<file path="src/rtl/mult_div_unit.sv">
// Iterative radix-2 multiply/divide unit feeding the HiLo register (33 cycles per op).
// Define MULT_DIV_UNIT_DIV_EN to build the restoring divider; without it DIV/DIVU complete at once with no write.
module mult_div_unit (
    input  logic        Clk,
    input  logic        Rst,
    input  logic        Start,
    input  logic [1:0]  Op,
    input  logic [31:0] A,
    input  logic [31:0] B,
    output logic        Busy,
    output logic        Done,
    output logic        HiLoEn,
    output logic [63:0] HiLoWrite
);

    localparam int unsigned W     = 32;
    localparam int unsigned DW    = 64;
    localparam int unsigned CNT_W = 6;
    localparam logic [CNT_W-1:0] LAST_STEP = CNT_W'(W - 1);

    typedef enum logic [1:0] {
        IDLE = 2'd0,
        RUN  = 2'd1,
        DONE = 2'd2
    } state_t;

    state_t            state;
    logic [CNT_W-1:0]  cnt;
    logic [W-1:0]      opnd_q;
    logic [W-1:0]      hi_q;
    logic [W-1:0]      lo_q;
    logic              neg_prod_q;

    logic              is_signed_c;
    logic              is_div_c;
    logic              neg_prod_c;
    logic [W-1:0]      mag_a_c;
    logic [W-1:0]      mag_b_c;
    logic [W:0]        sum_c;
    logic [W-1:0]      hi_step_c;
    logic [W-1:0]      lo_step_c;
    logic [DW-1:0]     prod_c;
    logic [DW-1:0]     res_c;

`ifdef MULT_DIV_UNIT_DIV_EN
    logic              is_div_q;
    logic              neg_quo_q;
    logic              neg_rem_q;
    logic [W:0]        shifted_c;
`endif

    assign is_signed_c = ~Op[0];
    assign is_div_c    = Op[1];
    assign neg_prod_c  = is_signed_c & (A[W-1] ^ B[W-1]);
    assign mag_a_c     = (is_signed_c && A[W-1]) ? W'(-A) : A;
    assign mag_b_c     = (is_signed_c && B[W-1]) ? W'(-B) : B;

    // One radix-2 step on {hi_q, lo_q}: shift-add for multiply, restoring shift-subtract for divide
    always_comb begin
        sum_c     = {1'b0, hi_q} + (lo_q[0] ? {1'b0, opnd_q} : '0);
        hi_step_c = sum_c[W:1];
        lo_step_c = {sum_c[0], lo_q[W-1:1]};
`ifdef MULT_DIV_UNIT_DIV_EN
        shifted_c = {hi_q, lo_q[W-1]};
        if (is_div_q) begin
            if (shifted_c >= {1'b0, opnd_q}) begin
                hi_step_c = W'(shifted_c - {1'b0, opnd_q});
                lo_step_c = {lo_q[W-2:0], 1'b1};
            end else begin
                hi_step_c = shifted_c[W-1:0];
                lo_step_c = {lo_q[W-2:0], 1'b0};
            end
        end
`endif
    end

    // Sign correction of the final magnitude result
    always_comb begin
        prod_c = {hi_step_c, lo_step_c};
        res_c  = neg_prod_q ? DW'(-prod_c) : prod_c;
`ifdef MULT_DIV_UNIT_DIV_EN
        if (is_div_q) begin
            res_c = {(neg_rem_q ? W'(-hi_step_c) : hi_step_c),
                     (neg_quo_q ? W'(-lo_step_c) : lo_step_c)};
        end
`endif
    end

    always_ff @(posedge Clk) begin
        if (Rst) begin
            state      <= IDLE;
            cnt        <= '0;
            opnd_q     <= '0;
            hi_q       <= '0;
            lo_q       <= '0;
            neg_prod_q <= 1'b0;
`ifdef MULT_DIV_UNIT_DIV_EN
            is_div_q   <= 1'b0;
            neg_quo_q  <= 1'b0;
            neg_rem_q  <= 1'b0;
`endif
            Busy       <= 1'b0;
            Done       <= 1'b0;
            HiLoEn     <= 1'b0;
            HiLoWrite  <= '0;
        end else begin
            Done   <= 1'b0;
            HiLoEn <= 1'b0;
            unique case (state)
                IDLE: begin
                    if (Start) begin
                        cnt  <= '0;
                        hi_q <= '0;
`ifdef MULT_DIV_UNIT_DIV_EN
                        // A divide by zero keeps the raw all-ones quotient
                        is_div_q   <= is_div_c;
                        neg_prod_q <= neg_prod_c;
                        neg_quo_q  <= neg_prod_c & (B != '0);
                        neg_rem_q  <= is_signed_c & A[W-1];
                        opnd_q     <= is_div_c ? mag_b_c : mag_a_c;
                        lo_q       <= is_div_c ? mag_a_c : mag_b_c;
                        Busy       <= 1'b1;
                        state      <= RUN;
`else
                        if (is_div_c) begin
                            Done  <= 1'b1;
                            state <= DONE;
                        end else begin
                            neg_prod_q <= neg_prod_c;
                            opnd_q     <= mag_a_c;
                            lo_q       <= mag_b_c;
                            Busy       <= 1'b1;
                            state      <= RUN;
                        end
`endif
                    end
                end
                RUN: begin
                    hi_q <= hi_step_c;
                    lo_q <= lo_step_c;
                    cnt  <= cnt + CNT_W'(1);
                    if (cnt == LAST_STEP) begin
                        Busy      <= 1'b0;
                        Done      <= 1'b1;
                        HiLoEn    <= 1'b1;
                        HiLoWrite <= res_c;
                        state     <= DONE;
                    end
                end
                DONE: begin
                    state <= IDLE;
                end
                default: begin
                    state <= IDLE;
                end
            endcase
        end
    end

endmodule

</file>
<file path="config.mk">
export PLATFORM = sky130hd
export DESIGN_NAME = mult_div_unit
export DESIGN_NICKNAME = d
export VERILOG_FILES = /design/src/rtl/mult_div_unit.sv
export SDC_FILE = /design/constraint.sdc
export NUM_CORES = 1
export LEC_CHECK = 0
export BUFFER_PORTS_ARGS = -buffer_cell sky130_fd_sc_hd__clkbuf_2
export CORE_MARGIN = 4
export CORE_UTILIZATION = 40
export CTS_BUF_LIST = sky130_fd_sc_hd__clkbuf_8
export DETAILED_ROUTE_END_ITERATION = 7
export GPL_TIMING_DRIVEN = 0
export HOLD_SLACK_MARGIN = 0.15
export PLACE_DENSITY = 0.63
export REMOVE_ABC_BUFFERS = 1
export SLEW_MARGIN = 20
export SYNTH_ARGS = -nofsm -noshare
export SYNTH_HDL_FRONTEND = slang
export SYNTH_SLANG_ARGS = --single-unit
export TNS_END_PERCENT = 5
</file>
<file path="constraint.sdc">
create_clock -name Clk -period 9.67 [get_ports Clk]
set_input_delay 0 -clock Clk [delete_from_list [all_inputs] [get_ports Clk]]
set_output_delay 0 -clock Clk [all_outputs]
set_load 0.005 [all_outputs]
</file>
==> results of run 1 <==
[repair_timing]
action | CTS | global route
hold endpoints to repair | 110 | 0
hold buffers | 103 | 0
endpoints found under the setup margin | 0 | 0
[final cells by class]
class,instances,area share
sequential,172,0.254
inverter,22,0.00609
multi-input combinational,1134,0.536
clock inverter,14,0.00848
clock buffer,18,0.0183
tap,372,0.0343
timing repair buffer,251,0.143
antenna,1,0.000184
[cells by family (layout without fill, tap and decap cells)]
logic type / Yosys count / in the layout
xor gates and xnor gates: 138 / 138
buffers and inverters: 125 / 305
and+or+nand+nor: 516 / 516
DFF: 172 / 172
muxes: 8 / 8
AOI/OAI and AO/OA: 435 / 435
other: 0 / 1
adders and majority gates: 37 / 37
[how the worst max path moves through the flow]
stage / end / slack (ns) / depth (start not counted)
floorplan: HiLoWrite[63] / 3.48 / 5
global placement: HiLoWrite[63] / 0.87 / 5
detailed placement: HiLoWrite[58] / 4.56 / 12
CTS: HiLoWrite[56] / 4.52 / 12
global route: HiLoWrite[61] / 4.03 / 12
finish: HiLoWrite[56] / 4.51 / 12
[synthesized netlist by cell type, types with 22 or more instances]
cell type,number,area [sq um]
sky130_fd_sc_hd__a211oi_1,124,931
sky130_fd_sc_hd__a21oi_1,100,500
sky130_fd_sc_hd__a22oi_1,34,255
sky130_fd_sc_hd__and2_1,39,244
sky130_fd_sc_hd__clkbuf_1,86,323
sky130_fd_sc_hd__dfxtp_1,172,3440
sky130_fd_sc_hd__ha_1,36,450
sky130_fd_sc_hd__inv_1,22,82.6
sky130_fd_sc_hd__nand2_1,81,304
sky130_fd_sc_hd__nor2_1,244,916
sky130_fd_sc_hd__nor3_1,26,130
sky130_fd_sc_hd__o21ai_0,60,300
sky130_fd_sc_hd__o31ai_1,28,210
sky130_fd_sc_hd__or3_1,25,156
sky130_fd_sc_hd__xnor2_1,51,447
sky130_fd_sc_hd__xor2_1,87,762
[where the power goes]
| part | internal (uW) | switching (uW) |
|---|---|---|
| sequential | 732 | 28.5 |
| combinational | 136 | 164 |
| clock | 190 | 293 |
[critical path, cell delays in order, from the launching register on]
cell and delay (ns):
sky130_fd_sc_hd__dfxtp_1 0.92, sky130_fd_sc_hd__and2_1 0.30, sky130_fd_sc_hd__ha_1 0.24, sky130_fd_sc_hd__a211oi_1 0.44, sky130_fd_sc_hd__o211ai_1 0.20, sky130_fd_sc_hd__a21oi_1 0.38
sky130_fd_sc_hd__nor4b_1 0.29, sky130_fd_sc_hd__a2111oi_1 0.17, sky130_fd_sc_hd__or4_1 0.66, sky130_fd_sc_hd__or4_4 0.69, sky130_fd_sc_hd__o41ai_2 0.39, sky130_fd_sc_hd__xor2_1 0.11
sky130_fd_sc_hd__a211oi_1 0.25
[sequential cells by signal, summed over array words and instances (netlist names)]
signal / count
hi_q: 32
state: 2
lo_q: 32
opnd_q: 32
HiLoEn: 1
cnt: 6
HiLoWrite: 64
Busy: 1
neg_prod_q: 1
Done: 1
[placed cells by master, fill, tap and decap left out, types with 39 or more instances in the layout]
master	n
sky130_fd_sc_hd__nor2_1	242
sky130_fd_sc_hd__dfxtp_1	171
sky130_fd_sc_hd__clkbuf_2	134
sky130_fd_sc_hd__a211oi_1	124
sky130_fd_sc_hd__dlygate4sd3_1	103
sky130_fd_sc_hd__a21oi_1	100
sky130_fd_sc_hd__xor2_1	87
sky130_fd_sc_hd__nand2_1	81
sky130_fd_sc_hd__o21ai_0	60
sky130_fd_sc_hd__xnor2_1	51
sky130_fd_sc_hd__and2_1	39
[layer usage]
metal,vias up,share of wire,global-route usage,wire length [um]
met5,-,0.00042,0,13
met4,2,0.016,0.0514,511
met3,42,0.037,0.0303,1150
met2,220,0.46,0.329,14300
met1,4924,0.49,0.280,15100
li1,5507,-,-,-
[stage by stage]
step	util	hold slack, ns	cell area (sq um)
after floorplan	-	0.0691	10800
after global routing	0.499	0.244	13600
after detailed placement	0.448	0.332	12200
final	0.499	0.200	13600
after CTS	0.499	0.162	13600
after global placement	0.438	0.317	11900
==> results.sh, run 1 <==
export IMPL_run_status="completed"
export IMPL_layout_drive_gt1_share=0.133
export IMPL_p_leak_uw=0.00527
export IMPL_setup_worst_path_class="reg2reg"
export IMPL_timing_critical_path_fanout_max=33
export IMPL_die_y_um=175
export IMPL_grt_start_max_net_pins=108
export IMPL_reg2reg_slack_ns=4.51
export IMPL_timing_final_crit_period_ns=5.16
export IMPL_hold_path_startpoint="B[6]"
export IMPL_cts_post_setup_buffers_inserted=0
export IMPL_reg_to_reg_start="lo_q[0]"
export IMPL_synth_edf_count=0
export IMPL_max_clock_path_buffers=2
export IMPL_synth_main_ff_cell="sky130_fd_sc_hd__dfxtp_1"
export IMPL_netlist_instances=1431
export IMPL_post_synthesis_sequential_element_count=172
export IMPL_numClockSinks=172
export IMPL_clock_skew_ns=0.0194
export IMPL_fraction_of_the_cycle_the_final_worst_path_needs=0.534
export IMPL_async_reset_ff_frac=0
export IMPL_syn_cell_area_sq_um=11200
export IMPL_post_synth_adder_cell_area=0.0422
export IMPL_setup_tns_ns=0
export IMPL_max_freq_ghz=0.194
export IMPL_cp_start_kind="flop"
export IMPL_route_antenna_remaining_nets=0
export IMPL_min_delay_path_depth=6
export IMPL_via_per_inst=5.39
export IMPL_global_route_usage_total=0.202
export IMPL_hold_violations=0
export IMPL_finalPower_uw=1540
export IMPL_timing_hold_worst_endpoint="lo_q[7]"
export IMPL_slew_viol_final=0
export IMPL_timing_worst_slew_pin_value_ns=1.03
export IMPL_cts_htree_levels=4
export IMPL_fin_nets=1704
export IMPL_core_region_area_sq_um=27200
export IMPL_depth_of_the_worst_register_to_register_path=12
export IMPL_power_density_cell_area_nw_per_um2=114
export IMPL_worst_endpoint_arrival_ns=5.54
export IMPL_tritoncts="built"
export IMPL_detail_route_iter0_violations=662
export IMPL_ir_worst_vdd_mv=0.0725
export IMPL_count_of_final_setup_violators=0
export IMPL_fp_dieW_um=175
export IMPL_post_route_worst_setup_slack_ns=4.51
export IMPL_pre_cts_ws_ns=4.56
export IMPL_main_combinational_cell_family_by_area_after_synthesis="compound AO/OA/AOI/OAI gates"
export IMPL_clk_pin_slew_ns=0.11
export IMPL_detail_route_drc_violations=0
export IMPL_synth_avg_cell_area_sq_um=7.80
export IMPL_syn2layout_area_growth_pct=21.6
export IMPL_antenna_found_initial=2
export IMPL_floorplan_rows=60
export IMPL_vias_in_the_first_global_route=10300
export IMPL_ys_seq_area_frac=0.309
export IMPL_post_cts_resized_instances=0
export IMPL_gp_congestion=0.882
export IMPL_end_of_the_worst_register_to_register_path="HiLoWrite[56]"
export IMPL_cts_buffers_inserted=17
export IMPL_floorplan_initialDensity=0.411
export IMPL_endpoint_kind="flop"
export IMPL_multi_input_area_sq_um=7270
export IMPL_routed_wirelength_um=31100
export IMPL_overflow=0
export IMPL_route_vias_total=10700
export IMPL_fill_cells=2767
export IMPL_worst_setup_path_startpoint="lo_q[0]"
export IMPL_area_sequential_sq_um=3440
export IMPL_grt_pass1_wl_um=52200
export IMPL_ios=136
export IMPL_synth_warnings=0
export IMPL_clock_tree_root_cell="sky130_fd_sc_hd__clkbuf_8"
export IMPL_drt_pre_antenna_iters=5
export IMPL_fp_dieArea_sq_um=30600
export IMPL_synth_compound_area_share=0.268
export IMPL_port_buffers=135
export IMPL_ys_types=72
export IMPL_final_cells=1984
export IMPL_clk_latency_ns=0.47
export IMPL_synth_mux_area_frac=0.00729
export IMPL_worst_ep_required_time_ns=10.05
export IMPL_rsz_0062_raised_after_global_routing="no"
export IMPL_hpwlAfterDp_um=22500
export IMPL_post_synth_xor_area_fraction=0.108
export IMPL_synth_simple_area_share=0.222
export IMPL_wire_per_inst_um=15.7
export IMPL_dp_cells=1848
export IMPL_cap_violations=0
export IMPL_min_delay_path_class="in2reg"
export IMPL_timing_slew_headroom=0.311
Note: power is estimated with default switching activity, not from simulation.
==> inputs of run 2 (changes only) <==
PLACE_DENSITY = 0.66   (was 0.63)
clock period = 4.4 ns   (was 9.67 ns; I/O delays follow)
==> run 2 against run 1 <==
  * Clock power rose to 2.5 times the previous value
  * Sequential share of layout area down 0.47 points
  * Utilization up 1.0 points
  * Combinational power up 130%
  * Sequential cell count unchanged
  * Cell count up 0.55%
  * Total power up 130%
  * Die area unchanged
  * Via count up 3.1%
  * Wire length up 3.5%
  * Register-to-register slack worse by 4.5 ns
==> results.sh, run 2 (same netlist as run 1, synthesis figures left out) <==
export IMPL_cts_htree_levels=4
export IMPL_layout_drive_gt1_share=0.150
export IMPL_antenna_found_initial=3
export IMPL_slew_viol_final=0
export IMPL_ios=136
export IMPL_hpwlAfterDp_um=22800
export IMPL_gp_congestion=0.920
export IMPL_floorplan_rows=60
export IMPL_hold_path_startpoint="A[27]"
export IMPL_routed_wirelength_um=32200
export IMPL_power_density_cell_area_nw_per_um2=257
export IMPL_fp_dieArea_sq_um=30600
export IMPL_route_vias_total=11000
export IMPL_timing_worst_slew_pin_value_ns=1.14
export IMPL_setup_worst_path_class="reg2reg"
export IMPL_hold_violations=0
export IMPL_min_delay_path_class="in2reg"
export IMPL_cp_start_kind="flop"
export IMPL_port_buffers=135
export IMPL_ir_worst_vdd_mv=0.162
export IMPL_cts_buffers_inserted=17
export IMPL_setup_tns_ns=0
export IMPL_grt_start_max_net_pins=105
export IMPL_timing_critical_path_fanout_max=9
export IMPL_dp_cells=1849
export IMPL_grt_pass1_wl_um=52800
export IMPL_vias_in_the_first_global_route=10500
export IMPL_route_antenna_remaining_nets=0
export IMPL_timing_slew_headroom=0.237
export IMPL_syn2layout_area_growth_pct=24.1
export IMPL_reg_to_reg_start="lo_q[0]"
export IMPL_die_y_um=175
export IMPL_wire_per_inst_um=16.1
export IMPL_clk_pin_slew_ns=0.10
export IMPL_global_route_usage_total=0.206
export IMPL_drt_pre_antenna_iters=6
export IMPL_max_clock_path_buffers=2
export IMPL_clock_tree_root_cell="sky130_fd_sc_hd__clkbuf_8"
export IMPL_regMostFlops="HiLoWrite"
export IMPL_reg2reg_slack_ns=0.04
export IMPL_count_of_final_setup_violators=0
export IMPL_final_cells=1995
export IMPL_fin_nets=1712
export IMPL_flip_flop_count_of_the_largest_register_after_layout=64
export IMPL_layout_commonest_cell="sky130_fd_sc_hd__nor2_1"
export IMPL_numClockSinks=172
export IMPL_run_status="completed"
export IMPL_floorplan_initialDensity=0.411
export IMPL_endpoint_kind="flop"
export IMPL_p_leak_uw=0.00534
export IMPL_detail_route_drc_violations=0
export IMPL_overflow=0
export IMPL_layout_cells_most_common_list="242 x sky130_fd_sc_hd__nor2_1, 170 x sky130_fd_sc_hd__dfxtp_1, 134 x sky130_fd_sc_hd__clkbuf_2"
export IMPL_timing_final_crit_period_ns=4.36
export IMPL_worst_setup_path_startpoint="lo_q[0]"
export IMPL_fraction_of_the_cycle_the_final_worst_path_needs=0.991
export IMPL_cap_violations=0
export IMPL_via_per_inst=5.53
export IMPL_clock_skew_ns=0.0209
export IMPL_worst_endpoint_arrival_ns=4.74
export IMPL_fp_dieW_um=175
export IMPL_detail_route_iter0_violations=668
export IMPL_clk_latency_ns=0.48
export IMPL_rsz_0062_raised_after_global_routing="yes"
export IMPL_core_region_area_sq_um=27200
export IMPL_tritoncts="built"
export IMPL_worst_ep_required_time_ns=4.78
export IMPL_max_freq_ghz=0.229
run 2: cell types whose count changed in the layout (fill, tap and decap cells not counted), sizes merged:
cell,change
or4,+1
diode,+3
buf,+12
bufinv,+3
clkbuf,-1
clkinv,-4
dlygate4sd3,-5
inv,+1
clkinvlp,+1
run 2: worst paths after layout:
path,to,cells after the start
max,HiLoWrite[58],13
min,opnd_q[27],4
max reg2reg,HiLoWrite[58],13
min reg2reg,HiLoWrite[0],2
run 2: worst max-delay path, stage by stage, from the launching register on:
cell	delay (ns)
sky130_fd_sc_hd__dfxtp_4	0.41
sky130_fd_sc_hd__and2_1	0.15
sky130_fd_sc_hd__ha_1	0.21
sky130_fd_sc_hd__fa_2	0.37
sky130_fd_sc_hd__a21o_1	0.21
sky130_fd_sc_hd__a221oi_4	0.36
sky130_fd_sc_hd__nor3_2	0.10
sky130_fd_sc_hd__or4_4	0.51
sky130_fd_sc_hd__a221oi_4	0.33
sky130_fd_sc_hd__nand4bb_4	0.21
sky130_fd_sc_hd__or4_4	0.68
sky130_fd_sc_hd__o41ai_4	0.39
sky130_fd_sc_hd__xnor2_1	0.12
sky130_fd_sc_hd__a21o_1	0.18
run 2: what timing repair did:
item | CTS | global route
setup endpoints to repair | 23 | 11
endpoints found under the hold margin | 88 | 0
resized for setup | 8 | 18
gates cloned | 1 | 0
pin swaps | 4 | 9
hold buffers | 98 | 0
buffers inserted | 3 | 8
run 2: metal layers:
layer,share of wire,wire (um),global-route usage
met4,0.034,1080,0.0773
met1,0.46,14900,0.272
met2,0.46,14800,0.341
met5,0,0,0
met3,0.045,1440,0.0292
run 2: cell type report:
type,instances,area [sq um]
inverter,22,82.6
multi-input combinational,1135,7400
antenna,4,10.0
clock inverter,15,185
tap,372,465
fill,2736,13300
timing repair buffer,258,2020
sequential,172,3450
clock buffer,17,234
run 2: power by group:
part,switching (uW),total [uW],leakage (uW),internal [uW]
logic,375,687,0.00375,312
clock network,636,1210,0.000201,569
registers,61.1,1670,0.00140,1610
total,1070,3560,0.00534,2490
run 2: stage by stage:
step	util	setup WS, ns	total power (uW)	hold slack [ns]	area (sq um)
floorplan	-	-1.79	2060	0.0691	10800
global placement	0.438	-4.47	2250	0.312	11900
detailed placement	0.449	-1.02	2280	0.327	12200
CTS	0.503	-0.0586	3580	0.391	13700
global route	0.510	-0.0778	3740	0.451	13800
finish	0.510	0.0390	3560	0.417	13900
